$ cat config.mk
export PLATFORM = sky130hd
export DESIGN_NAME = seg_scan_display
export DESIGN_NICKNAME = d
export VERILOG_FILES = /design/src/rtl/seg_scan_display.sv
export SDC_FILE = /design/constraint.sdc
export NUM_CORES = 1
export LEC_CHECK = 0
export ABC_AREA = 0
export BUFFER_PORTS_ARGS = -buffer_cell sky130_fd_sc_hd__buf_2
export CAP_MARGIN = 5
export CORE_AREA = 4 4 131 133
export DETAILED_ROUTE_END_ITERATION = 6
export DIE_AREA = 0 0 135 137
export PLACE_DENSITY = 0.72
export SLEW_MARGIN = 30
export SYNTH_ARGS = -nofsm -noshare
export SYNTH_HDL_FRONTEND = slang
export SYNTH_SLANG_ARGS = --single-unit
export TNS_END_PERCENT = 5
$ cat constraint.sdc
create_clock -name clk1 -period 3.4 [get_ports clk1]
set_clock_uncertainty 0.05 [all_clocks]
set_input_delay 0.68 -clock clk1 [delete_from_list [all_inputs] [get_ports clk1]]
set_output_delay 0.68 -clock clk1 [all_outputs]
set_load 0.005 [all_outputs]
$ cat src/rtl/seg_scan_display.sv
// seg_scan_display: scans one selected 32-bit probe word onto an 8-digit
// active-low seven-segment display. The word is snapshotted once per frame.
//
// Ports:
//   clk1        board clock, all state on posedge
//   rst         asynchronous reset, active low
//   display     source select (7 shows zero)
//   src_bus     eight packed 32-bit sources, source i at [32*i +: 32]
//   hold        keep the previous snapshot at the next frame start
//   AN          digit enables, active low
//   SEG         {dp,g,f,e,d,c,b,a}, active low
//   frame_tick  one-cycle pulse when digit 0 of a new frame is driven
//
// Optional feature: define LEADING_ZERO_BLANK_EN to blank leading zeros.

module seg_scan_display #(
    parameter logic [15:0] SCAN_DIV = 16'd50000,
    parameter int unsigned CNT_W    = 16
) (
    input  logic         clk1,
    input  logic         rst,
    input  logic [2:0]   display,
    input  logic [255:0] src_bus,
    input  logic         hold,
    output logic [7:0]   AN,
    output logic [7:0]   SEG,
    output logic         frame_tick
);

    localparam logic [CNT_W-1:0] DIV_LAST = CNT_W'(SCAN_DIV - 16'd1);

    logic [CNT_W-1:0] div_cnt;
    logic [2:0]       digit;
    logic [31:0]      snap;
    logic             active;

    logic             tick;
    logic             frame_start;
    logic [31:0]      src_word;
    logic [31:0]      snap_nxt;
    logic [2:0]       digit_nxt;
    logic             active_nxt;
    logic [3:0]       nib;
    logic             blank;
`ifdef LEADING_ZERO_BLANK_EN
    logic [2:0]       lead;
`endif

    function automatic logic [7:0] hex_seg(input logic [3:0] n);
        logic [7:0] s;
        s = 8'hFF;
        unique case (n)
            4'h0: s = 8'hC0;
            4'h1: s = 8'hF9;
            4'h2: s = 8'hA4;
            4'h3: s = 8'hB0;
            4'h4: s = 8'h99;
            4'h5: s = 8'h92;
            4'h6: s = 8'h82;
            4'h7: s = 8'hF8;
            4'h8: s = 8'h80;
            4'h9: s = 8'h90;
            4'hA: s = 8'h88;
            4'hB: s = 8'h83;
            4'hC: s = 8'hC6;
            4'hD: s = 8'hA1;
            4'hE: s = 8'h86;
            4'hF: s = 8'h8E;
        endcase
        return s;
    endfunction

    // Outputs are computed from the next-state snapshot and digit so the
    // first digit of a frame already reflects the freshly captured word.
    always_comb begin
        tick        = (div_cnt == DIV_LAST);
        frame_start = tick && (digit == 3'd7);
        src_word    = (display == 3'd7) ? 32'h0
                                        : src_bus[{display, 5'b0} +: 32];
        snap_nxt    = snap;
        if (frame_start && !hold)
            snap_nxt = src_word;
        digit_nxt   = digit + 3'd1;
        active_nxt  = active || frame_start;
        nib         = snap_nxt[{digit_nxt, 2'b0} +: 4];
        blank       = !active_nxt;
`ifdef LEADING_ZERO_BLANK_EN
        // Index of the most significant nonzero nibble; 0 when snap is 0,
        // so digit 0 is never blanked.
        lead = 3'd0;
        for (int i = 1; i < 8; i++)
            if (snap_nxt[4*i +: 4] != 4'h0)
                lead = 3'(i);
        if (digit_nxt > lead)
            blank = 1'b1;
`endif
    end

    always_ff @(posedge clk1 or negedge rst) begin
        if (!rst) begin
            div_cnt    <= '0;
            digit      <= 3'd7;
            snap       <= 32'h0;
            active     <= 1'b0;
            AN         <= 8'hFF;
            SEG        <= 8'hFF;
            frame_tick <= 1'b0;
        end else begin
            frame_tick <= frame_start;
            div_cnt    <= tick ? '0 : div_cnt + CNT_W'(1);
            if (tick) begin
                digit  <= digit_nxt;
                snap   <= snap_nxt;
                active <= active_nxt;
                AN     <= blank ? 8'hFF : ~(8'b1 << digit_nxt);
                SEG    <= blank ? 8'hFF : hex_seg(nib);
            end
        end
    end

endmodule

; Word-level counts from Yosys, hierarchy flattened
; Memories as Yosys holds them, arrays and structs flattened.
; Index checks and enable logic that the tools add are counted.
[totals]
memories = 1
regBits = 69
romBits = 112
word_cells = 26
[memory_table]
columns = name, depth, width, rd, rd_clocked_by_memory_dff, write_ports, line_no
row1 = (no name shown), 16, 7, 1, 0, 0, 52  ; unique case (n)
[classes]
n_bitwise = 1
n_addsub = 2
n_eq_ne = 3
n_shift = 3
muxes = 5
n_reduce_logical = 4
[ops]
columns = operator, n
row1 = 256-bit by 9-bit variable part select with 32-bit output, 1
row2 = 32-bit two-way mux, 2
row3 = 32-bit by 6-bit variable part select with 4-bit output, 1
row4 = "16-bit by 1-bit adder with 16-bit output, second input constant", 1
row5 = "16-bit == test, second input constant", 1
row6 = 16-bit two-way mux, 1
row7 = 8-bit two-way mux, 2
row8 = 8-bit inverter, 1
row9 = "1-bit by 3-bit << shifter with 8-bit output, first input constant", 1
row10 = "3-bit == test, second input constant", 2
row11 = "3-bit by 1-bit adder with 3-bit output, second input constant", 1
row12 = 1-bit logical AND, 2
row13 = 1-bit zero test, 1
row14 = 1-bit logical OR, 1

; Logic depth before layout (Yosys ltp)
; Gate-level depths: netlist of run 1.
; An unclocked memory read counts as a cell.
[depth]
ltp_word = 7
depth_mapped = 15
mapped_depth_nobuf = 12

; Worst setup path after synthesis of run 1
; No wires, ideal clock.
[synth_timing]
kind = reg-to-reg
from = reg digit[0]
to = reg SEG[3]
arrival_time_ns = 3.574
setup_time_ns = 0.060
n_path_buf = 3
setup_slack_ns = -0.284
required_time_ns = 3.290
path_stages_with_launch = 13
path_cell_list = dfstp_2 -> clkbuf_1 -> inv_1 -> clkbuf_1 -> ha_1 -> clkbuf_1 -> nor3_1 -> a22o_1 -> nor4_2 -> ha_1 -> nor4b_1 -> or3_1 -> o221a_2
[synth_between]
word_cells_on_any_way = 9
classes_between = add/sub (1) / eq/ne (1) / shift (1) / mux (2) / reduce/logical (3) / memory (1)
[synth_rtl]
columns = item, line_no
row1 = from (decl), 33  ; logic [2:0] digit;
row2 = from (signal assigned), 112  ; digit <= digit_nxt;
row3 = 3-bit by 1-bit adder with 3-bit output, 83  ; digit_nxt = digit + 3'd1;
row4 = named net digit_nxt[0], 41  ; logic [2:0] digit_nxt;
row5 = 32-bit by 6-bit variable part select with 4-bit output, 85  ; nib = snap_nxt[{digit_nxt, 2'b0} +: 4];
row6 = memory 16 x 7 bit, n/a
row7 = 8-bit two-way mux, 116  ; SEG <= blank ? 8'hFF : hex_seg(nib);
row8 = to (signal assigned), 116
row9 = to (decl), 26  ; output logic [7:0] SEG,
; The timed path passes the listed nets, and every way through them passes these cells.
; A chain may end at the register's enable or synchronous reset.

; Worst setup path after layout of run 1
[layout_timing]
from = in display[2]
to = reg SEG[3]
[layout_between]
elab_chain_cells = 6
word_cells_on_any_way = 7
classes_between = eq/ne (1) / shift (2) / mux (3) / memory (1)
[layout_lines]
columns = item, line_no
row1 = from (decl), 22  ; input logic [2:0] display,
row2 = 256-bit by 9-bit variable part select with 32-bit output / 3-bit == test (equally long branches), "79, 78"
row3 = 32-bit two-way mux *, 78  ; src_word = (display == 3'd7) ? 32'h0
row4 = 32-bit two-way mux *, 81  ; if (frame_start && !hold)
row5 = 32-bit by 6-bit variable part select with 4-bit output *, 85
row6 = memory 16 x 7 bit *, n/a
row7 = 8-bit two-way mux *, 116
; Every way passes the cells marked *; elsewhere a longest branch is shown, timed or not.

==> results of run 1 <==
## sequential cells by signal (all words and copies together), names as in the netlist
name / flops
active: 1
SEG: 7
frame_tick: 1
AN: 8
digit: 3
snap: 32
div_cnt: 16
## placed cells by master, fill, tap and decap left out, drive strengths merged, types with 9 or more instances in the layout
cell type	n
a211oi	9
mux2	13
clkbuf	10
a21oi	18
o21ai	38
a22oi	13
nand2	46
mux4	16
dfstp	18
mux2i	77
nor3	9
nand3	13
nand3b	9
o211ai	16
xor2	9
inv	14
nor2b	18
nor2	41
o2bb2ai	9
buf	317
dfrtp	50
ha	13
## stage by stage
step | power [W] | instances | setup TNS [ps] | instance area (um2)
floorplan | 0.00104 | 579 | -28.8 | 5570
global placement | 0.00127 | 1064 | -451 | 7400
detailed placement | 0.00127 | 1064 | -680 | 7400
CTS | 0.00220 | 1080 | 0 | 7690
global route | 0.00228 | 1084 | 0 | 7730
finish | 0.00218 | 1085 | 0 | 7730
## report_power, final
group | total (W) | internal, W | switching, W | leakage [nW]
Combinational | 0.000445 | 0.000250 | 0.000195 | 2.78
Clock | 0.000923 | 0.000567 | 0.000355 | 0.142
Sequential | 0.000811 | 0.000811 | 0 | 0.870
## final cells by class
type / instances / area [um2] / area share
Timing Repair Buffer: 317 / 1830 / 0.236
Tap cell: 216 / 270 / 0.0349
Clock inverter: 6 / 65.1 / 0.00841
Sequential cell: 68 / 1720 / 0.223
Clock buffer: 10 / 229 / 0.0296
Multi-Input combinational cell: 449 / 3560 / 0.460
Antenna cell: 5 / 12.5 / 0.00162
Inverter: 14 / 52.6 / 0.00679
## timing repair
| item | CTS | global route |
|---|---|---|
| setup endpoints to repair | 0 | 7 |
| hold buffers | 0 | 0 |
| gates resized for setup | 0 | 7 |
| endpoints found under the hold margin | 0 | 0 |
## critical path, stage by stage
cell and delay [ps]:
buf_4 230, buf_12 180, buf_4 190, mux2i_1 200, o2bb2ai_1 90, mux2i_1 200
o21ai_0 150, a22o_1 260, nor4_4 270, buf_4 200, inv_1 70, ha_1 240
o31ai_1 110, o2111ai_1 170, o221a_2 150
## path summary, 6_finish.rpt
| check | startpoint | to | slack (ps) | cells past startpoint |
|---|---|---|---|---|
| worst min register to register | div_cnt[0] | div_cnt[0] | 410 | 1 |
| worst max-delay path | display[2] | SEG[3] | 190 | 15 |
| worst max register to register | digit[0] | SEG[3] | 220 | 11 |
| min in group clk1 | div_cnt[0] | div_cnt[0] | 410 | 1 |
| max in group asynchronous | rst | SEG[4] | 2360 | 2 |
| worst min-delay path | rst | div_cnt[4] | 270 | 1 |
## kinds of logic (layout without fill, tap and decap cells)
family,after synthesis,after routing,synth area share
simple gates,163,163,0.158
compound gates,151,151,0.189
mux,106,106,0.231
flops,68,68,0.311
buf+inv,62,347,0.0566
xor+xnor,15,15,0.0237
fa+ha+maj,13,13,0.0293
other cells,1,6,0.000676
## layer usage
metal	global-route usage	up-vias	share of wire
li1	-	2736	-
met1	0.249	2641	0.41
met2	0.341	201	0.50
met3	0.0357	38	0.056
met4	0.0857	0	0.035
met5	0	-	0
==> results.rst, run 1 <==
.. list-table::
   :header-rows: 1

   * - Metric
     - Value
   * - Final Routed Wirelength
     - 19000 um
   * - Total of fill cells in the finished design
     - 1512
   * - Clock latency on the worst-skew pair
     - 330 ps
   * - Cell area after technology mapping
     - 5540 um2
   * - Routability congestion estimate from global placement
     - 0.884
   * - Register clock-pin slew on the reported worst setup and hold paths
     - 60 ps
   * - Crit. End Element
     - flip-flop
   * - Post-Synthesis Net Count
     - 854
   * - Peak Freq
     - 311 MHz
   * - Average instance area after synthesis
     - 9.58 um2
   * - Antenna-violating nets left
     - 0
   * - Cell area power density
     - 282 nW/um2
   * - Initial cell density of the core
     - 0.350
   * - Number of buffers inserted to repair setup after CTS
     - 0
   * - Leftover overflow at the end of global routing
     - 0
   * - Final-report max-slew violation count
     - 0
   * - Routed vias/inst
     - 5.18
   * - Sequential area share after synthesis
     - 0.311
   * - First-pass iteration count of the detailed router
     - 4
   * - Width of the chip
     - 135 um
   * - DR vias
     - 5616
   * - RSZ-0062 raised after global routing
     - true
   * - Synth-to-Final Area Change
     - 39.5%
   * - Fraction of registers with async set or reset after synthesis
     - 1.00
   * - Number of buffers created by CTS
     - 9
   * - Die area
     - 18500 um2
   * - Class of the worst hold path
     - primary input to asynchronous set/reset pin
   * - Aggregate global-route resource usage
     - 0.200
   * - Std-Cell Core Area
     - 15800 um2
   * - Actual transition at the worst max-transition pin
     - 531 ps
   * - Relative max-transition margin
     - 0.646
   * - Required time of the worst setup path
     - 3610 ps
   * - List of most frequent post-synthesis cells
     - mux2i_1 (77), dfrtp_1 (50), nand2_1 (45)
   * - Number of warnings printed during yosys synthesis
     - 0
   * - Via count of the first global-routing pass
     - 5775
   * - Net count reported at finish
     - 1134
   * - Final Cycle Share
     - 0.945
   * - Drt first-iter violations
     - 412
   * - Clock tree buffer depth
     - 2
   * - WL/cell
     - 17.5 um
   * - Distinct cell type count of the synthesized netlist
     - 68
   * - Wire length of the first global-routing pass
     - 29400 um
   * - Number of placement rows
     - 46
   * - Layout Utilization
     - 0.489
   * - Number of H-tree levels
     - 3
   * - Number of clock sinks
     - 68
   * - DPL Wire Length
     - 15900 um
   * - Syn Inst Count
     - 579
   * - Highest fanout seen on the critical path
     - 15
   * - Count of unresolved DRC violations after routing
     - 0
   * - Arrival time at the worst endpoint
     - 3420 ps
   * - Library cell with the highest instance count after synthesis
     - mux2i_1
   * - Clock root cell
     - clkbuf_16
   * - Largest cells by area after synthesis
     - dfrtp_1 (23%), mux2i_1 (14%), dfstp_2 (8.5%)
   * - Die boundary height
     - 137 um
   * - Final worst path period need
     - 3210 ps
   * - Fraction of layout cells with a size suffix above 1
     - 0.461
   * - Post-synthesis sequential element count
     - 68
   * - Number of endpoints failing setup at the final stage
     - 0
   * - Startpoint Class
     - primary input
   * - Synth top area share
     - 0.226
   * - Run status
     - complete, no violations
   * - Post-placement setup slack
     - -156 ps
   * - Hold_ws
     - 271 ps
   * - Number of max-cap violations
     - 0
   * - Port Buffers
     - 245
   * - Primary FF master, synth
     - dfrtp_1
   * - Startpoint-to-endpoint class of the critical path
     - primary input to flip-flop
   * - Io pins
     - 279
   * - Library cell occupying the most area in the post-synthesis netlist
     - dfrtp_1
   * - Number of enable-type register cells in the synthesized netlist
     - 0
   * - Final Hold Viols
     - 0
   * - Pin count of the biggest net entering global routing
     - 40
   * - VDD IR-drop max
     - 0.219 mV
   * - Number of antenna violations at the first check in global routing
     - 5
   * - TritonCTS clock tree
     - yes
   * - Setup WS post-layout
     - 186 ps
   * - Leak pwr
     - 3.79 nW
No activity file was read; power rests on OpenSTA's default activity.
==> run 2: changes to the inputs <==
--- a/config.mk
+++ b/config.mk
@@ -9,6 +9,7 @@
 export BUFFER_PORTS_ARGS = -buffer_cell sky130_fd_sc_hd__buf_2
 export CAP_MARGIN = 5
 export CORE_AREA = 4 4 131 133
+export CTS_BUF_LIST = sky130_fd_sc_hd__clkbuf_4
 export DETAILED_ROUTE_END_ITERATION = 6
 export DIE_AREA = 0 0 135 137
 export PLACE_DENSITY = 0.72
==> constraint.sdc (replaced) <==
create_clock -name clk1 -period 3.4 [get_ports clk1]
set_clock_uncertainty 0.05 [all_clocks]
set_input_delay 0.68 -clock clk1 [delete_from_list [all_inputs] [get_ports clk1]]
set_output_delay 0.68 -clock clk1 [all_outputs]
set_load 0.1 [all_outputs]
==> run 2 against run 1 <==
Compared with the run above: critical path depth shrank 4; worst hold slack got worse by 110 ps; sequential power is essentially flat; global-route usage hardly changed; core utilization shrank 1.0 points; sequential share of layout area up 0.48 points; routed wire length shrank 0.28%; non-clock buffer count did not move; worst setup slack gained 14 ps; clock-buffer cell count did not move; power is 17% lower.
==> results.rst, run 2 (same netlist as run 1, synthesis figures left out) <==
.. list-table::
   :header-rows: 1

   * - Metric
     - Value
   * - Clock root cell
     - clkbuf_4
   * - Most common cell after layout, fill and taps aside
     - buf_2
   * - Routed vias/inst
     - 5.16 (-0.26%)
   * - Number of max-cap violations
     - 0 (unchanged)
   * - Pin count of the biggest net entering global routing
     - 40 (unchanged)
   * - Wire length of the first global-routing pass
     - 29400 um (+0.16%)
   * - Final setup TNS
     - 0 ps (unchanged)
   * - Setup slack, reg-to-reg
     - 200 ps (-20 ps)
   * - Fraction of layout cells with a size suffix above 1
     - 0.461 (unchanged)
   * - Die boundary height
     - 137 um (unchanged)
   * - Leading registers by flop count
     - snap x32, div_cnt x16, AN x8
   * - Register name with the most flops
     - snap
   * - Total of fill cells in the finished design
     - 1522 (+0.66%)
   * - Clock tree buffer depth
     - 2 (unchanged)
   * - Highest fanout seen on the critical path
     - 21 (+6)
   * - Setup WS post-layout
     - 200 ps (+13.7 ps)
   * - Antenna-violating nets left
     - 0 (unchanged)
   * - Layout Utilization
     - 0.478 (-0.0102)
   * - Port Buffers
     - 245 (unchanged)
   * - Clock latency on the worst-skew pair
     - 440 ps (+110 ps)
   * - Count of cells resized by post-cts repair
     - 0 (unchanged)
   * - Register clock-pin slew on the reported worst setup and hold paths
     - 120 ps (+60 ps)
   * - Via count of the first global-routing pass
     - 5732 (-0.74%)
   * - Number of clock sinks
     - 68 (unchanged)
   * - Final Cycle Share
     - 0.941 (-0.00403)
   * - Net count reported at finish
     - 1134 (unchanged)
   * - Final worst path period need
     - 3200 ps (-13.7 ps)
   * - Number of H-tree levels
     - 3 (unchanged)
   * - Top library cells by usage in the layout, fill and taps aside
     - buf_2 (243), mux2i_1 (77), buf_4 (69)
   * - Post-route cell area
     - 7570 um2 (-2.1%)
   * - Endpoint of the lowest-slack register-to-register path
     - SEG[3]
   * - Peak Freq
     - 313 MHz (+0.43%)
   * - Aggregate global-route resource usage
     - 0.200 (about the same)
   * - Arrival time at the worst endpoint
     - 3510 ps (+90 ps)
   * - Relative max-transition margin
     - 0.649 (+0.00314)
   * - Class of the worst hold path
     - primary input to asynchronous set/reset pin
   * - Startpoint-to-endpoint class of the critical path
     - flip-flop to flip-flop
   * - Number of standard cells in the layout, taps in and fillers out
     - 1084 (-0.092%)
   * - Startpoint Class
     - flip-flop
   * - R2r worst-path depth
     - 11 (unchanged)
   * - Width of the chip
     - 135 um (unchanged)
   * - Initial cell density of the core
     - 0.350 (unchanged)
   * - Run status
     - complete, no violations
   * - Routability congestion estimate from global placement
     - 0.884 (unchanged)
   * - Crit. End Element
     - flip-flop
   * - Synth-to-Final Area Change
     - 36.6%
   * - DR vias
     - 5596 (-0.36%)
   * - Number of buffers created by CTS
     - 9 (unchanged)
   * - Leftover overflow at the end of global routing
     - 0 (unchanged)
   * - Number of endpoints failing setup at the final stage
     - 0 (unchanged)
   * - Final Hold Viols
     - 0 (unchanged)
   * - Final-report max-slew violation count
     - 0 (unchanged)
   * - Number of placement rows
     - 46 (unchanged)
   * - Std-Cell Core Area
     - 15800 um2 (unchanged)
   * - Leak pwr
     - 3.73 nW (-1.7%)
   * - Required time of the worst setup path
     - 3710 ps (+100 ps)
   * - Number of buffers inserted to repair setup after CTS
     - 0 (unchanged)
   * - Final Routed Wirelength
     - 18900 um (-0.28%)
   * - Cell area power density
     - 238 nW/um2 (-15%)
   * - Die area
     - 18500 um2 (unchanged)
   * - Number of flip-flops under the largest register name
     - 32 (unchanged)
   * - Post-placement setup slack
     - -156 ps (unchanged)
   * - Drt first-iter violations
     - 394 (-4.4%)
   * - RSZ-0062 raised after global routing
     - true
   * - DPL Wire Length
     - 15900 um (unchanged)
   * - First-pass iteration count of the detailed router
     - 5 (+1)
   * - Actual transition at the worst max-transition pin
     - 526 ps (-4.71 ps)
   * - Number of hold-repair buffers added at the cts stage
     - 0 (unchanged)
   * - WL/cell
     - 17.4 um (-0.19%)
   * - Number of antenna violations at the first check in global routing
     - 5 (unchanged)
   * - Io pins
     - 279 (unchanged)
   * - Number of instances in the placed design
     - 1064 (unchanged)
   * - Total placed instance area
     - 7400 um2 (unchanged)
   * - Reg-to-Reg Start
     - digit[0]
   * - VDD IR-drop max
     - 0.145 mV (-34%)
   * - Count of unresolved DRC violations after routing
     - 0 (unchanged)
   * - TritonCTS clock tree
     - yes
run 2: power by group:
group          switching (W)  leakage, nW  total, W  internal [W]
Sequential                 0        0.870  0.000810      0.000810
Combinational       0.000199         2.78  0.000449      0.000250
Clock               0.000312       0.0764  0.000544      0.000232
run 2: final cells by class:
| class | count | area [um2] | area share |
|---|---|---|---|
| Antenna cell | 4 | 10.0 | 0.00132 |
| Clock buffer | 10 | 75.1 | 0.00991 |
| Clock inverter | 6 | 65.1 | 0.00859 |
| Inverter | 14 | 52.6 | 0.00694 |
| Multi-Input combinational cell | 449 | 3550 | 0.469 |
| Sequential cell | 68 | 1720 | 0.228 |
| Tap cell | 216 | 270 | 0.0357 |
| Timing Repair Buffer | 317 | 1830 | 0.241 |
run 2: worst max-delay path by stage:
stage                   to  slack, ps  cells after the start       start
floorplan           SEG[3]        -30                     12  display[2]
global placement    SEG[3]       -130                     13  display[2]
detailed placement  SEG[3]       -160                     13  display[2]
CTS                 SEG[3]         90                     11    digit[0]
global route        SEG[0]        -20                     13    digit[0]
finish              SEG[3]        200                     11    digit[0]
run 2: layer usage:
layer / routed length [um] / track usage / up-vias
li1: - / - / 2731
met2: 9660 / 0.352 / 184
met5: 8 / 0 / -
met3: 1020 / 0.0331 / 29
met1: 7740 / 0.248 / 2650
met4: 482 / 0.0705 / 2
run 2: worst max-delay path: stages, from the launching register on:
cell and delay, ps:
dfstp_2 580, ha_1 180, ha_1 220, nor2b_2 230
nand2_4 170, a2111o_1 450, a21oi_1 240, nor4_4 90
ha_1 210, nor4b_4 130, or3_1 320, o221a_2 260
run 2: per-stage QoR:
stage / power [W] / hold WS (ps)
finish: 0.00180 / 162
detailed placement: 0.00127 / 402
CTS: 0.00182 / 323
floorplan: 0.00104 / 334
global route: 0.00190 / 168
global placement: 0.00127 / 393
